## src/rtl/wb_mtimer.sv

```systemverilog
// -----------------------------------------------------------------------------
// wb_mtimer -- RISC-V machine timer (mtime / mtimecmp) as a Wishbone slave.
//
// A free-running 64-bit mtime advances once per prescaler period while
// CTRL.EN is set. A level interrupt is raised (registered) when CTRL.IE is
// set and mtime >= mtimecmp (unsigned).
//
// Register map, word index i_wb_addr[4:2]:
//   0 CTRL [0]=EN [1]=IE      1 PRESC reload      2 MTIME_LO     3 MTIME_HI
//   4 MTIMECMP_LO             5 MTIMECMP_HI       6 STATUS [0]=match (RO)
//   7 reserved (reads 0, writes ignored, still acked)
//
// Ports:
//   i_clk, i_reset_n            clock, asynchronous active-low reset
//   i_sel                       slot select from the NIC address decode
//   i_wb_addr/stb/cyc/we/sel    Wishbone request (byte lanes honoured on writes)
//   i_wb_wdata                  write data
//   o_wb_ack                    registered one-cycle acknowledge, no wait states
//   o_wb_rdata                  read data, valid while o_wb_ack=1
//   o_irq                       machine timer interrupt, registered level
//
// Configuration macro WB_MTIMER_SNAPSHOT_EN:
//   defined     -> reading MTIME_LO latches mtime[63:32] into a shadow and
//                  MTIME_HI reads return the shadow (coherent 64-bit read).
//   not defined -> MTIME_HI reads return live mtime[63:32].
// -----------------------------------------------------------------------------
module wb_mtimer #(
    parameter int          PRESC_WIDTH = 16,
    parameter logic [63:0] CMP_RESET   = 64'hFFFF_FFFF_FFFF_FFFF
) (
    input  logic        i_clk,
    input  logic        i_reset_n,
    input  logic        i_sel,
    input  logic [31:0] i_wb_addr,
    input  logic        i_wb_stb,
    input  logic        i_wb_cyc,
    input  logic        i_wb_we,
    input  logic [3:0]  i_wb_sel,
    input  logic [31:0] i_wb_wdata,
    output logic        o_wb_ack,
    output logic [31:0] o_wb_rdata,
    output logic        o_irq
);

    // Replace the byte lanes selected by sel with the new value.
    function automatic logic [31:0] merge_bytes(input logic [31:0] old_v,
                                                input logic [31:0] new_v,
                                                input logic [3:0]  sel);
        logic [31:0] res;
        for (int b = 0; b < 4; b++) begin
            res[b*8 +: 8] = sel[b] ? new_v[b*8 +: 8] : old_v[b*8 +: 8];
        end
        return res;
    endfunction

    logic [1:0]             ctrl_q,      ctrl_d;
    logic [PRESC_WIDTH-1:0] presc_q,     presc_d;
    logic [PRESC_WIDTH-1:0] presc_cnt_q, presc_cnt_d;
    logic [63:0]            mtime_q,     mtime_d;
    logic [63:0]            cmp_q,       cmp_d;
    logic                   ack_q,       ack_d;
    logic [31:0]            rdata_q,     rdata_d;
    logic                   irq_q,       irq_d;
    logic [31:0]            shadow_q,    shadow_d;

    logic        req_s, wr_s, rd_s, any_lane_s;
    logic [2:0]  idx_s;
    logic        tick_s, carry_s, match_s, mtime_wr_s;
    logic [31:0] lo_inc_s, hi_inc_s;
    logic [29:0] unused_addr_s;

    assign unused_addr_s = {i_wb_addr[31:5], i_wb_addr[1:0], 1'b0};

    assign req_s      = i_sel & i_wb_cyc & i_wb_stb & ~ack_q;
    assign wr_s       = req_s & i_wb_we;
    assign rd_s       = req_s & ~i_wb_we;
    assign idx_s      = i_wb_addr[4:2];
    assign any_lane_s = |i_wb_sel;

    // Prescaler tick and split increment of mtime so a half-word write can merge.
    assign tick_s     = ctrl_q[0] & (presc_cnt_q == presc_q);
    assign carry_s    = tick_s & (mtime_q[31:0] == 32'hFFFF_FFFF);
    assign lo_inc_s   = mtime_q[31:0]  + {31'd0, tick_s};
    assign hi_inc_s   = mtime_q[63:32] + {31'd0, carry_s};
    assign mtime_wr_s = wr_s & any_lane_s & ((idx_s == 3'd2) | (idx_s == 3'd3));
    assign match_s    = (mtime_q >= cmp_q);

    // Next-state logic: register writes, counters, read mux, ack and irq.
    always_comb begin
        ctrl_d      = ctrl_q;
        presc_d     = presc_q;
        presc_cnt_d = presc_cnt_q;
        cmp_d       = cmp_q;
        shadow_d    = shadow_q;
        rdata_d     = 32'd0;
        ack_d       = req_s;
        irq_d       = ctrl_q[1] & match_s;

        // Counter advance; a write overrides the written bytes below.
        if (ctrl_q[0]) begin
            if (tick_s) begin
                presc_cnt_d = {PRESC_WIDTH{1'b0}};
            end else begin
                presc_cnt_d = presc_cnt_q + {{(PRESC_WIDTH-1){1'b0}}, 1'b1};
            end
        end else begin
            presc_cnt_d = presc_cnt_q;
        end

        // During an mtime write the LO->HI carry is suppressed.
        mtime_d[31:0]  = lo_inc_s;
        mtime_d[63:32] = mtime_wr_s ? mtime_q[63:32] : hi_inc_s;

        if (wr_s) begin
            case (idx_s)
                3'd0: begin
                    if (i_wb_sel[0]) begin
                        ctrl_d = i_wb_wdata[1:0];
                    end else begin
                        ctrl_d = ctrl_q;
                    end
                end
                3'd1: begin
                    for (int i = 0; i < PRESC_WIDTH; i++) begin
                        presc_d[i] = i_wb_sel[i/8] ? i_wb_wdata[i] : presc_q[i];
                    end
                    if (any_lane_s) begin
                        presc_cnt_d = {PRESC_WIDTH{1'b0}};
                    end else begin
                        presc_cnt_d = presc_cnt_q;
                    end
                end
                3'd2: mtime_d[31:0]  = merge_bytes(lo_inc_s, i_wb_wdata, i_wb_sel);
                3'd3: mtime_d[63:32] = merge_bytes(mtime_q[63:32], i_wb_wdata, i_wb_sel);
                3'd4: cmp_d[31:0]    = merge_bytes(cmp_q[31:0], i_wb_wdata, i_wb_sel);
                3'd5: cmp_d[63:32]   = merge_bytes(cmp_q[63:32], i_wb_wdata, i_wb_sel);
                default: ;
            endcase
        end else begin
            ctrl_d = ctrl_q;
        end

        // Read data comes from pre-write register values of the request cycle.
        if (rd_s) begin
            case (idx_s)
                3'd0: rdata_d = {30'd0, ctrl_q};
                3'd1: rdata_d = {{(32-PRESC_WIDTH){1'b0}}, presc_q};
                3'd2: begin
                    rdata_d = mtime_q[31:0];
`ifdef WB_MTIMER_SNAPSHOT_EN
                    shadow_d = mtime_q[63:32];
`endif
                end
`ifdef WB_MTIMER_SNAPSHOT_EN
                3'd3: rdata_d = shadow_q;
`else
                3'd3: rdata_d = mtime_q[63:32];
`endif
                3'd4: rdata_d = cmp_q[31:0];
                3'd5: rdata_d = cmp_q[63:32];
                3'd6: rdata_d = {31'd0, match_s};
                default: rdata_d = 32'd0;
            endcase
        end else begin
            rdata_d = 32'd0;
        end
    end

    // State registers with asynchronous active-low reset.
    always_ff @(posedge i_clk or negedge i_reset_n) begin
        if (!i_reset_n) begin
            ctrl_q      <= 2'd0;
            presc_q     <= {PRESC_WIDTH{1'b0}};
            presc_cnt_q <= {PRESC_WIDTH{1'b0}};
            mtime_q     <= 64'd0;
            cmp_q       <= CMP_RESET;
            ack_q       <= 1'b0;
            rdata_q     <= 32'd0;
            irq_q       <= 1'b0;
            shadow_q    <= 32'd0;
        end else begin
            ctrl_q      <= ctrl_d;
            presc_q     <= presc_d;
            presc_cnt_q <= presc_cnt_d;
            mtime_q     <= mtime_d;
            cmp_q       <= cmp_d;
            ack_q       <= ack_d;
            rdata_q     <= rdata_d;
            irq_q       <= irq_d;
            shadow_q    <= shadow_d;
        end
    end

    assign o_wb_ack   = ack_q;
    assign o_wb_rdata = rdata_q;
    assign o_irq      = irq_q;

endmodule
```

## config.mk

```make
export PLATFORM = sky130hd
export DESIGN_NAME = wb_mtimer
export DESIGN_NICKNAME = d
export VERILOG_FILES = /design/src/rtl/wb_mtimer.sv
export SDC_FILE = /design/constraint.sdc
export NUM_CORES = 1
export LEC_CHECK = 0
export CAP_MARGIN = 20
export CORE_MARGIN = 2
export CORE_UTILIZATION = 58
export DETAILED_ROUTE_END_ITERATION = 10
export GPL_TIMING_DRIVEN = 1
export PLACE_DENSITY_LB_ADDON = 0.15
export SLEW_MARGIN = 10
export SYNTH_ARGS = -nofsm -noshare
export SYNTH_HDL_FRONTEND = slang
export SYNTH_SLANG_ARGS = --single-unit
```

## constraint.sdc

```tcl
create_clock -name i_clk -period 3.8 [get_ports i_clk]
set_input_delay 0.38 -clock i_clk [delete_from_list [all_inputs] [get_ports i_clk]]
set_output_delay 0.38 -clock i_clk [all_outputs]
set_load 0.05 [all_outputs]
```

# ---- Word-level counts from Yosys, hierarchy flattened
# Index checks and enable logic that the tools add are counted.
dict set report word_totals {
  register_bits 196
  inputBits 74
  out_inout_bits 34
  wordCells 82
}
dict set report op_classes {
  addsub 3
  n_lt_le_gt_ge 1
  eq_ne 13
  mux 19
  bitwise 13
  n_reduce_logical 13
}
# cell count
set ops {}
lappend ops {{32-bit one-hot mux with 7 select lines} 1}
lappend ops {{32-bit two-way mux} 4}
lappend ops {{16-bit two-way mux} 5}
lappend ops {{32-bit by 1-bit adder with 32-bit output} 2}
lappend ops {{64-bit greater-or-equal comparator} 1}
lappend ops {{64-bit two-way mux} 1}
lappend ops {{8-bit two-way mux} 8}
lappend ops {{3-bit AND reduction} 11}
lappend ops {{32-bit equality test (second input constant)} 1}
lappend ops {{16-bit by 1-bit adder with 16-bit output (second input constant)} 1}
lappend ops {{16-bit equality test} 1}
lappend ops {{3-bit inequality test (second input constant)} 5}
lappend ops {{1-bit bitwise AND} 10}
lappend ops {{3-bit equality test (second input constant)} 3}
lappend ops {{3-bit by 2-bit equality test with 1-bit output (second input constant)} 2}
lappend ops {{4-bit OR reduction} 1}
lappend ops {{3-bit by 1-bit equality test with 1-bit output (second input constant)} 1}
lappend ops {{3-bit zero test} 1}
lappend ops {{1-bit inverter} 2}
lappend ops {{1-bit OR} 1}

# ---- Depth between registers and ports, before layout
# Gate-level depths: netlist (run 1).
dict set report depth {
  ltp_word 9
  ltp_mapped 14
  depth_no_buf 14
}

# ---- Least setup slack after synthesis (run 1)
# Ideal clock, no wire load.
dict set report synth_timing {
  path_kind {flip-flop to flip-flop}
  startpoint {register presc_cnt_q[13]}
  endpoint {register mtime_q[28]}
  arrival_time_ps 2853
  setup_slack_ps 870
  stages_incl_launch_ff 13
  period_less_slack_ps 2930
  path_cell_list {dfrtp_1 -> xor2_1 -> nor4_1 -> nand4_1 -> nor4_2 -> ha_1 -> ha_1 -> nand3_1 -> nor4_2 -> nand2_1 -> or4_1 -> xor2_1 -> a21oi_1}
}
dict set report synth_via {
  elab_chain_cells 6
}
# element line
set synth_rtl {}
lappend synth_rtl {{start, declared} 58} ;# logic [PRESC_WIDTH-1:0] presc_cnt_q, presc_cnt_d;
lappend synth_rtl {{start signal, assigned} 174} ;# presc_cnt_q <= {PRESC_WIDTH{1'b0}};
lappend synth_rtl {{start signal, assigned} 184} ;# presc_cnt_q <= presc_cnt_d;
lappend synth_rtl {{16-bit equality test *} 81} ;# assign tick_s = ctrl_q[0] & (presc_cnt_q == presc_q);
lappend synth_rtl {{1-bit bitwise AND *} 81}
lappend synth_rtl {{32-bit by 1-bit adder with 32-bit output *} 83} ;# assign lo_inc_s = mtime_q[31:0] + {31'd0, tick_s};
lappend synth_rtl {{8-bit two-way mux} 51} ;# res[b*8 +: 8] = sel[b] ? new_v[b*8 +: 8] : old_v[b*8 +: 8];
lappend synth_rtl {{32-bit two-way mux} 115} ;# case (idx_s)
lappend synth_rtl {{64-bit two-way mux *} 114} ;# if (wr_s) begin
lappend synth_rtl {{net mtime_d[28]} 59} ;# logic [63:0] mtime_q, mtime_d;
lappend synth_rtl {{end signal, assigned} 185} ;# mtime_q <= mtime_d;
lappend synth_rtl {{end, declared} 59}
# Mark *: on every way through the listed nets, which the timed path passes. The rest lies on a longest branch.
# A chain may end at the register's enable or synchronous reset.

# ---- Worst setup path after layout (run 1)
dict set report layout_timing {
  startpoint {register presc_q[13]}
  endpoint {register mtime_q[54]}
}
dict set report layout_via {
  elab_chain_cells 7
}
# element line
set layout_rtl {}
lappend layout_rtl {{start, declared} 57} ;# logic [PRESC_WIDTH-1:0] presc_q, presc_d;
lappend layout_rtl {{start signal, assigned} 173} ;# presc_q <= {PRESC_WIDTH{1'b0}};
lappend layout_rtl {{start signal, assigned} 183} ;# presc_q <= presc_d;
lappend layout_rtl {{16-bit equality test *} 81}
lappend layout_rtl {{1-bit bitwise AND *} 81}
lappend layout_rtl {{1-bit bitwise AND *} 82} ;# assign carry_s = tick_s & (mtime_q[31:0] == 32'hFFFF_FFFF);
lappend layout_rtl {{32-bit by 1-bit adder with 32-bit output *} 84} ;# assign hi_inc_s = mtime_q[63:32] + {31'd0, carry_s};
lappend layout_rtl {{32-bit two-way mux *} 112} ;# mtime_d[63:32] = mtime_wr_s ? mtime_q[63:32] : hi_inc_s;
lappend layout_rtl {{32-bit two-way mux} 115}
lappend layout_rtl {{64-bit two-way mux *} 114}
# Every way passes the cells marked *; elsewhere a longest branch is shown, timed or not.

==> results of run 1 <==
==> placed cells by master, fill, tap and decap left out, drive strengths merged, types with 14 or more instances in the layout <==
cell | Yosys | layout
inv | 78 | 82
nor2 | 120 | 120
nand2 | 88 | 88
a22oi | 44 | 44
nand3 | 37 | 37
clkdlybuf4s50 | 0 | 77
dfrtp | 132 | 132
o21ai | 26 | 26
ha | 69 | 69
dfstp | 64 | 64
a21oi | 98 | 98
nand4 | 28 | 28
clkbuf | 26 | 18
xnor2 | 30 | 30
xor2 | 27 | 27
mux2i | 14 | 14
and3 | 18 | 18
mux2 | 85 | 85
buf | 12 | 32
==> through the flow <==
stage | power (uW) | utilization | setup WS, ns | hold WS (ns) | area [um2]
6_report | 5371 | 0.6896 | 0.3959 | 0.06311 | 13030
5_1_grt | 5622 | 0.6896 | 0.1423 | 0.1378 | 13030
4_1_cts | 5367 | 0.6896 | 0.4427 | 0.1045 | 13030
3_5_place_dp | 3612 | 0.6592 | 0.4800 | 0.5449 | 12450
3_3_place_gp | 3574 | 0.6592 | 0.5048 | 0.5357 | 12450
2_1_floorplan | 3195 | - | 0.8697 | 0.08441 | 11250
==> logic make-up (layout without fill, tap and decap cells) <==
group | count (synthesis) | count (layout) | share of synthesized area
buffers and inverters | 116 | 220 | 0.04037
DFF | 196 | 196 | 0.4431
and+or+nand+nor | 358 | 358 | 0.1576
muxes | 99 | 99 | 0.09753
adders and majority gates | 69 | 69 | 0.07674
AOI/OAI and AO/OA | 243 | 243 | 0.1403
xor gates and xnor gates | 57 | 57 | 0.04437
==> power by group <==
part           internal, uW  switching (uW)  total [uW]
Combinational           477             574        1050
Clock                   870             894        1760
Sequential             2310             250        2560
Total                  3650            1720        5370
==> metal layers <==
| metal | part of all wire | GRT usage | vias to the layer above |
|---|---|---|---|
| met5 | 0 | 0 | - |
| met4 | 0.021 | 0.08720 | 0 |
| met3 | 0.074 | 0.06640 | 53 |
| met2 | 0.45 | 0.4712 | 380 |
| met1 | 0.46 | 0.4638 | 4613 |
| li1 | - | - | 4271 |
==> registers in the layout (all words and copies together), names as in the netlist <==
name         count
presc_cnt_q     16
o_irq            1
presc_q         16
o_wb_rdata      32
mtime_q         64
cmp_q           64
o_wb_ack         1
ctrl_q           2
==> critical path, stage by stage (launching register included) <==
cell      delay [ns]
dfrtp_1         0.42
xor2_1          0.18
nor4_1          0.27
nand4_1         0.14
nor4_2          0.22
buf_4           0.18
nand4_1         0.07
nor2_1          0.12
ha_1            0.20
ha_1            0.24
nand2_1         0.11
nand4b_1        0.29
or2_1           0.37
nor2_1          0.18
nor3_1          0.06
a211oi_1        0.25
==> area by class of cell <==
type,instances,area (um2)
Clock buffer,17,425.4
Clock inverter,15,148.9
Fill cell,1473,5864
Inverter,78,292.8
Multi-Input combinational cell,826,5814
Sequential cell,196,4985
Tap cell,260,325.3
Timing Repair Buffer,110,1037
==> synthesized netlist by cell type, types with 3 or more instances <==
cell / count / share of area
a211oi_1: 8 / 0.0053
a21o_1: 7 / 0.0047
a21oi_1: 98 / 0.044
a221oi_1: 11 / 0.0086
a222oi_1: 4 / 0.0036
a22oi_1: 44 / 0.029
a31oi_1: 5 / 0.0028
and2_1: 7 / 0.0039
and3_1: 18 / 0.010
and4_1: 10 / 0.0078
buf_1: 3 / 0.0010
buf_2: 8 / 0.0036
clkbuf_1: 25 / 0.0083
dfrtp_1: 132 / 0.29
dfstp_2: 64 / 0.15
ha_1: 69 / 0.077
inv_1: 78 / 0.026
mux2_1: 3 / 0.0030
mux2_2: 82 / 0.082
mux2i_1: 14 / 0.012
nand2_1: 88 / 0.029
nand2b_1: 7 / 0.0039
nand3_1: 36 / 0.016
nand4_1: 27 / 0.015
nor2_1: 119 / 0.040
nor2b_1: 5 / 0.0028
nor3_1: 12 / 0.0053
nor4_1: 5 / 0.0028
nor4_2: 3 / 0.0033
o211ai_1: 6 / 0.0040
o21a_1: 4 / 0.0027
o21ai_0: 26 / 0.012
o221a_2: 5 / 0.0050
o22ai_1: 8 / 0.0044
xnor2_1: 30 / 0.023
xor2_1: 27 / 0.021
==> worst max-delay path by stage <==
stage	depth (start not counted)	from	end
detailed placement	14	presc_q[13]$_DFFE_PN0P_	mtime_q[28]$_DFF_PN0_
global placement	14	presc_q[13]$_DFFE_PN0P_	mtime_q[28]$_DFF_PN0_
global route	15	presc_cnt_q[13]$_DFFE_PN0P_	mtime_q[54]$_DFFE_PN0P_
floorplan	12	presc_cnt_q[13]$_DFFE_PN0P_	mtime_q[28]$_DFF_PN0_
finish	15	presc_q[13]$_DFFE_PN0P_	mtime_q[54]$_DFFE_PN0P_
CTS	15	presc_cnt_q[13]$_DFFE_PN0P_	mtime_q[54]$_DFFE_PN0P_
==> flow_summary.json, run 1 <==
{
  "dp.cells": 1470,
  "instances_no_fill": 1502,
  "die_h_um": 143.3,
  "die_w_um": 143.3,
  "syn-mean-instance-area_um2": 9.886,
  "coreArea_um2": 18890,
  "ys_types": 71,
  "antenna_found_initial": 0,
  "drt_iter0_markers": 781,
  "p_leak_uw": 0.005398,
  "die_area_um2": 20530,
  "cts_resized": 0,
  "synth_ff_type": "dfrtp_1",
  "min_path_type": "input port to async pin",
  "ys_async_sr_fraction": 1.000,
  "grt_usage": 0.3143,
  "r2r-end": "mtime_q[54]$_DFFE_PN0P_",
  "syn-num-nets": 1281,
  "setup_tns_ns": 0,
  "path_class": "flop to flop",
  "r2r_start": "presc_q[13]$_DFFE_PN0P_",
  "fin_crit_sh": 0.8958,
  "arrival_ns": 3.74,
  "synth_seq_area_share": 0.4431,
  "detail_route.first_pass.iterations": 6,
  "gp_congestion": 0.9423,
  "path_clk_slew_ns": 0.08,
  "relSlewSlack": 0.3923,
  "reg2reg_slack_ns": 0.40,
  "n_antenna_cell": 0,
  "start_util": 0.5955,
  "grt_pass1_wl_um": 49130,
  "maxCapViolations": 0,
  "crit_required_ns": 4.14,
  "p_per_area_nw_per_um2": 412.2,
  "fin_worst_skew_ns": 0.01609,
  "synth_warnings": 0,
  "cts.path.max_buffers": 2,
  "hold_violations": 0,
  "grt_pass1_vias": 9028,
  "vias_per_cell": 6.203,
  "fmax_mhz": 293.8,
  "status": "completed",
  "vdd_drop_max_mv": 0.2871,
  "dp_hpwl_um": 21780,
  "port-buffer-count": 78,
  "cts_max_level": 4,
  "reg2reg_depth": 15,
  "io_pins": 108,
  "areaGrowthSynthToFinish_pct": 15.80,
  "numCtsBuffers": 17,
  "worstSkewPairLatency_ns": 0.44,
  "totalWireLength_um": 30790,
  "cts_tree": "built",
  "clock_sinks": 196,
  "synthCells": 1138,
  "vias": 9317,
  "ant_nets": 0,
  "hold_buffers": 0,
  "tightest_slew_ns": 0.9115,
  "post_cts_buffers": 0,
  "cp-start-kind": "flop",
  "synth-seq-cells": 196,
  "layout-drive-gt1-share": 0.1868,
  "cp_max_fo": 5,
  "cts-root-buf": "clkbuf_16",
  "synth-edff-count": 0,
  "grt-ovfl-total": 0,
  "drv_slew": 0,
  "grt_max_degree": 109,
  "drt-wirelength-per-cell_um": 20.50,
  "drc": 0,
  "nets": 1372,
  "synth_area_um2": 11250,
  "rows": 50,
  "rsz0062_at_grt": "no",
  "setup_viol": 0,
  "critPathCaptureType": "flop",
  "fin_crit_ns": 3.404
}
No activity file was read; power rests on OpenSTA's default activity.
==> inputs of run 2 (changes only) <==
- CORE_UTILIZATION: 58 -> 30
==> run 2 against run 1 <==
The flow now finishes with violations (hold timing). Worst setup slack gained 0.087 ns. Via count shrank 3.7%. Maximum frequency grew 2.6%.
==> flow_summary.json, run 2 (synthesized netlist as in run 1, its figures left out) <==
{
  "detail_route.first_pass.iterations": 5,
  "start_util": 0.3059,
  "cts-root-buf": "clkbuf_16",
  "gp_congestion": 0.8461,
  "fmax_mhz": 301.5,
  "grt-ovfl-total": 0,
  "tightest_slew_ns": 0.7715,
  "drv_slew": 0,
  "nets": 1376,
  "grt_usage": 0.1871,
  "p_per_area_nw_per_um2": 421.9,
  "use_met1": 0.2482,
  "min_path_type": "input port to async pin",
  "die_h_um": 197.7,
  "drc": 0,
  "cts_resized": 0,
  "n_antenna_cell": 0,
  "setup_tns_ns": 0,
  "worstSkewPairLatency_ns": 0.45,
  "vdd_drop_max_mv": 0.2462,
  "path_clk_slew_ns": 0.08,
  "reg2reg_slack_ns": 0.48,
  "totalWireLength_um": 35380,
  "die_w_um": 197.7,
  "grt_pass1_vias": 9063,
  "crit_required_ns": 4.17,
  "fin_worst_skew_ns": 0.01667,
  "met3_usage": 0.03227,
  "drt-wirelength-per-cell_um": 20.64,
  "setup_ws_ns": 0.4832,
  "grt-busiest-layer": "met2",
  "grt_max_degree": 89,
  "layout_common_cells": "dfrtp_1, nor2_1, a21oi_1",
  "dp.cells": 1682,
  "grtUsageMet2": 0.3049,
  "cp_max_fo": 5,
  "rows": 70,
  "drt_iter0_markers": 515,
  "arrival_ns": 3.69,
  "port-buffer-count": 78,
  "dp_hpwl_um": 25660,
  "cts.path.max_buffers": 2,
  "maxCapViolations": 0,
  "antenna_found_initial": 0,
  "dpl_worst_slack_ns": 0.4973,
  "hold_buffers": 0,
  "ant_nets": 0,
  "io_pins": 108,
  "die_area_um2": 39070,
  "post_cts_buffers": 0,
  "cp-start-kind": "flop",
  "fin_util": 0.3639,
  "vias_per_cell": 5.233,
  "status": "finished with violations",
  "path_class": "flop to flop",
  "critPathCaptureType": "flop",
  "hold_violations": 11,
  "areaGrowthSynthToFinish_pct": 18.97,
  "layout_commonest_cell": "dfrtp_1",
  "whs_ns": -0.01367,
  "r2r_start": "presc_q[13]$_DFFE_PN0P_",
  "cts_tree": "built",
  "relSlewSlack": 0.4857,
  "grt_pass1_wl_um": 54730,
  "rsz0062_at_grt": "no",
  "instances_no_fill": 1714,
  "fin_crit_sh": 0.8728,
  "violations": "hold timing",
  "vias": 8969,
  "reg2reg_depth": 15,
  "numCtsBuffers": 17,
  "p_leak_uw": 0.005439,
  "fin_crit_ns": 3.317,
  "nFillCells": 3737,
  "clock_sinks": 196,
  "layout-drive-gt1-share": 0.1878,
  "setup_viol": 0,
  "cts_max_level": 4,
  "coreArea_um2": 36790,
  "r2r-end": "mtime_q[54]$_DFFE_PN0P_"
}
-- run 2: layer usage --
| metal | up-vias | routed length [um] | part of all wire |
|---|---|---|---|
| li1 | 4285 | - | - |
| met5 | - | 0 | 0 |
| met2 | 195 | 16630 | 0.47 |
| met1 | 4449 | 16290 | 0.46 |
| met4 | 0 | 992 | 0.028 |
| met3 | 40 | 1463 | 0.041 |
-- run 2: worst max-delay path: stages (launching register included) --
cell	delay, ns
dfrtp_1	0.43
xor2_1	0.18
nor4_1	0.27
nand4_1	0.14
nor4_2	0.22
buf_4	0.19
nand4_1	0.08
nor2_1	0.14
ha_1	0.19
ha_1	0.22
nand2_1	0.10
nand4b_1	0.29
or2_1	0.37
nor2_1	0.16
nor3_1	0.06
a211oi_1	0.21
-- run 2: through the flow --
stage	hold slack, ns	cell area, um2	power, uW
detailed placement	0.5030	12740	3665
floorplan	0.08441	11250	3195
finish	-0.01367	13390	5647
global placement	0.5007	12740	3649
global route	0.04766	13390	5966
CTS	0.01823	13390	5718
-- run 2: cell type report --
cell class / instances / area, um2 / share of cell area
Tap cell: 468 / 585.6 / 0.04375
Timing Repair Buffer: 114 / 1067 / 0.07973
Sequential cell: 196 / 4985 / 0.3724
Multi-Input combinational cell: 826 / 5814 / 0.4344
Clock buffer: 19 / 432.9 / 0.03234
Inverter: 78 / 292.8 / 0.02187
Clock inverter: 13 / 207.7 / 0.01552
-- run 2: how the worst max path moves through the flow --
| stage | endpoint | slack (ns) | startpoint | depth (start not counted) |
|---|---|---|---|---|
| after floorplan | mtime_q[28]$_DFF_PN0_ | 0.87 | presc_cnt_q[13]$_DFFE_PN0P_ | 12 |
| after global placement | mtime_q[54]$_DFFE_PN0P_ | 0.54 | presc_q[13]$_DFFE_PN0P_ | 15 |
| after detailed placement | mtime_q[54]$_DFFE_PN0P_ | 0.50 | presc_q[13]$_DFFE_PN0P_ | 15 |
| after CTS | mtime_q[54]$_DFFE_PN0P_ | 0.48 | presc_q[13]$_DFFE_PN0P_ | 15 |
| after global routing | mtime_q[54]$_DFFE_PN0P_ | 0.22 | presc_cnt_q[13]$_DFFE_PN0P_ | 15 |
| final | mtime_q[54]$_DFFE_PN0P_ | 0.48 | presc_q[13]$_DFFE_PN0P_ | 15 |
-- run 2: report_power, final --
| part | total (uW) | leakage [uW] | internal (uW) | switching, uW |
|---|---|---|---|---|
| sequential | 2560 | 0.00232 | 2310 | 252 |
| clock | 2030 | 0.000300 | 1170 | 857 |
| combinational | 1060 | 0.00282 | 485 | 578 |
| total | 5650 | 0.00544 | 3960 | 1690 |
==> inputs of run 3 (changes only) <==
- GPL_TIMING_DRIVEN: 1 -> default
==> results of run 3 <==
Same layout as run 2: the final DEF is identical, and so are final timing and power.
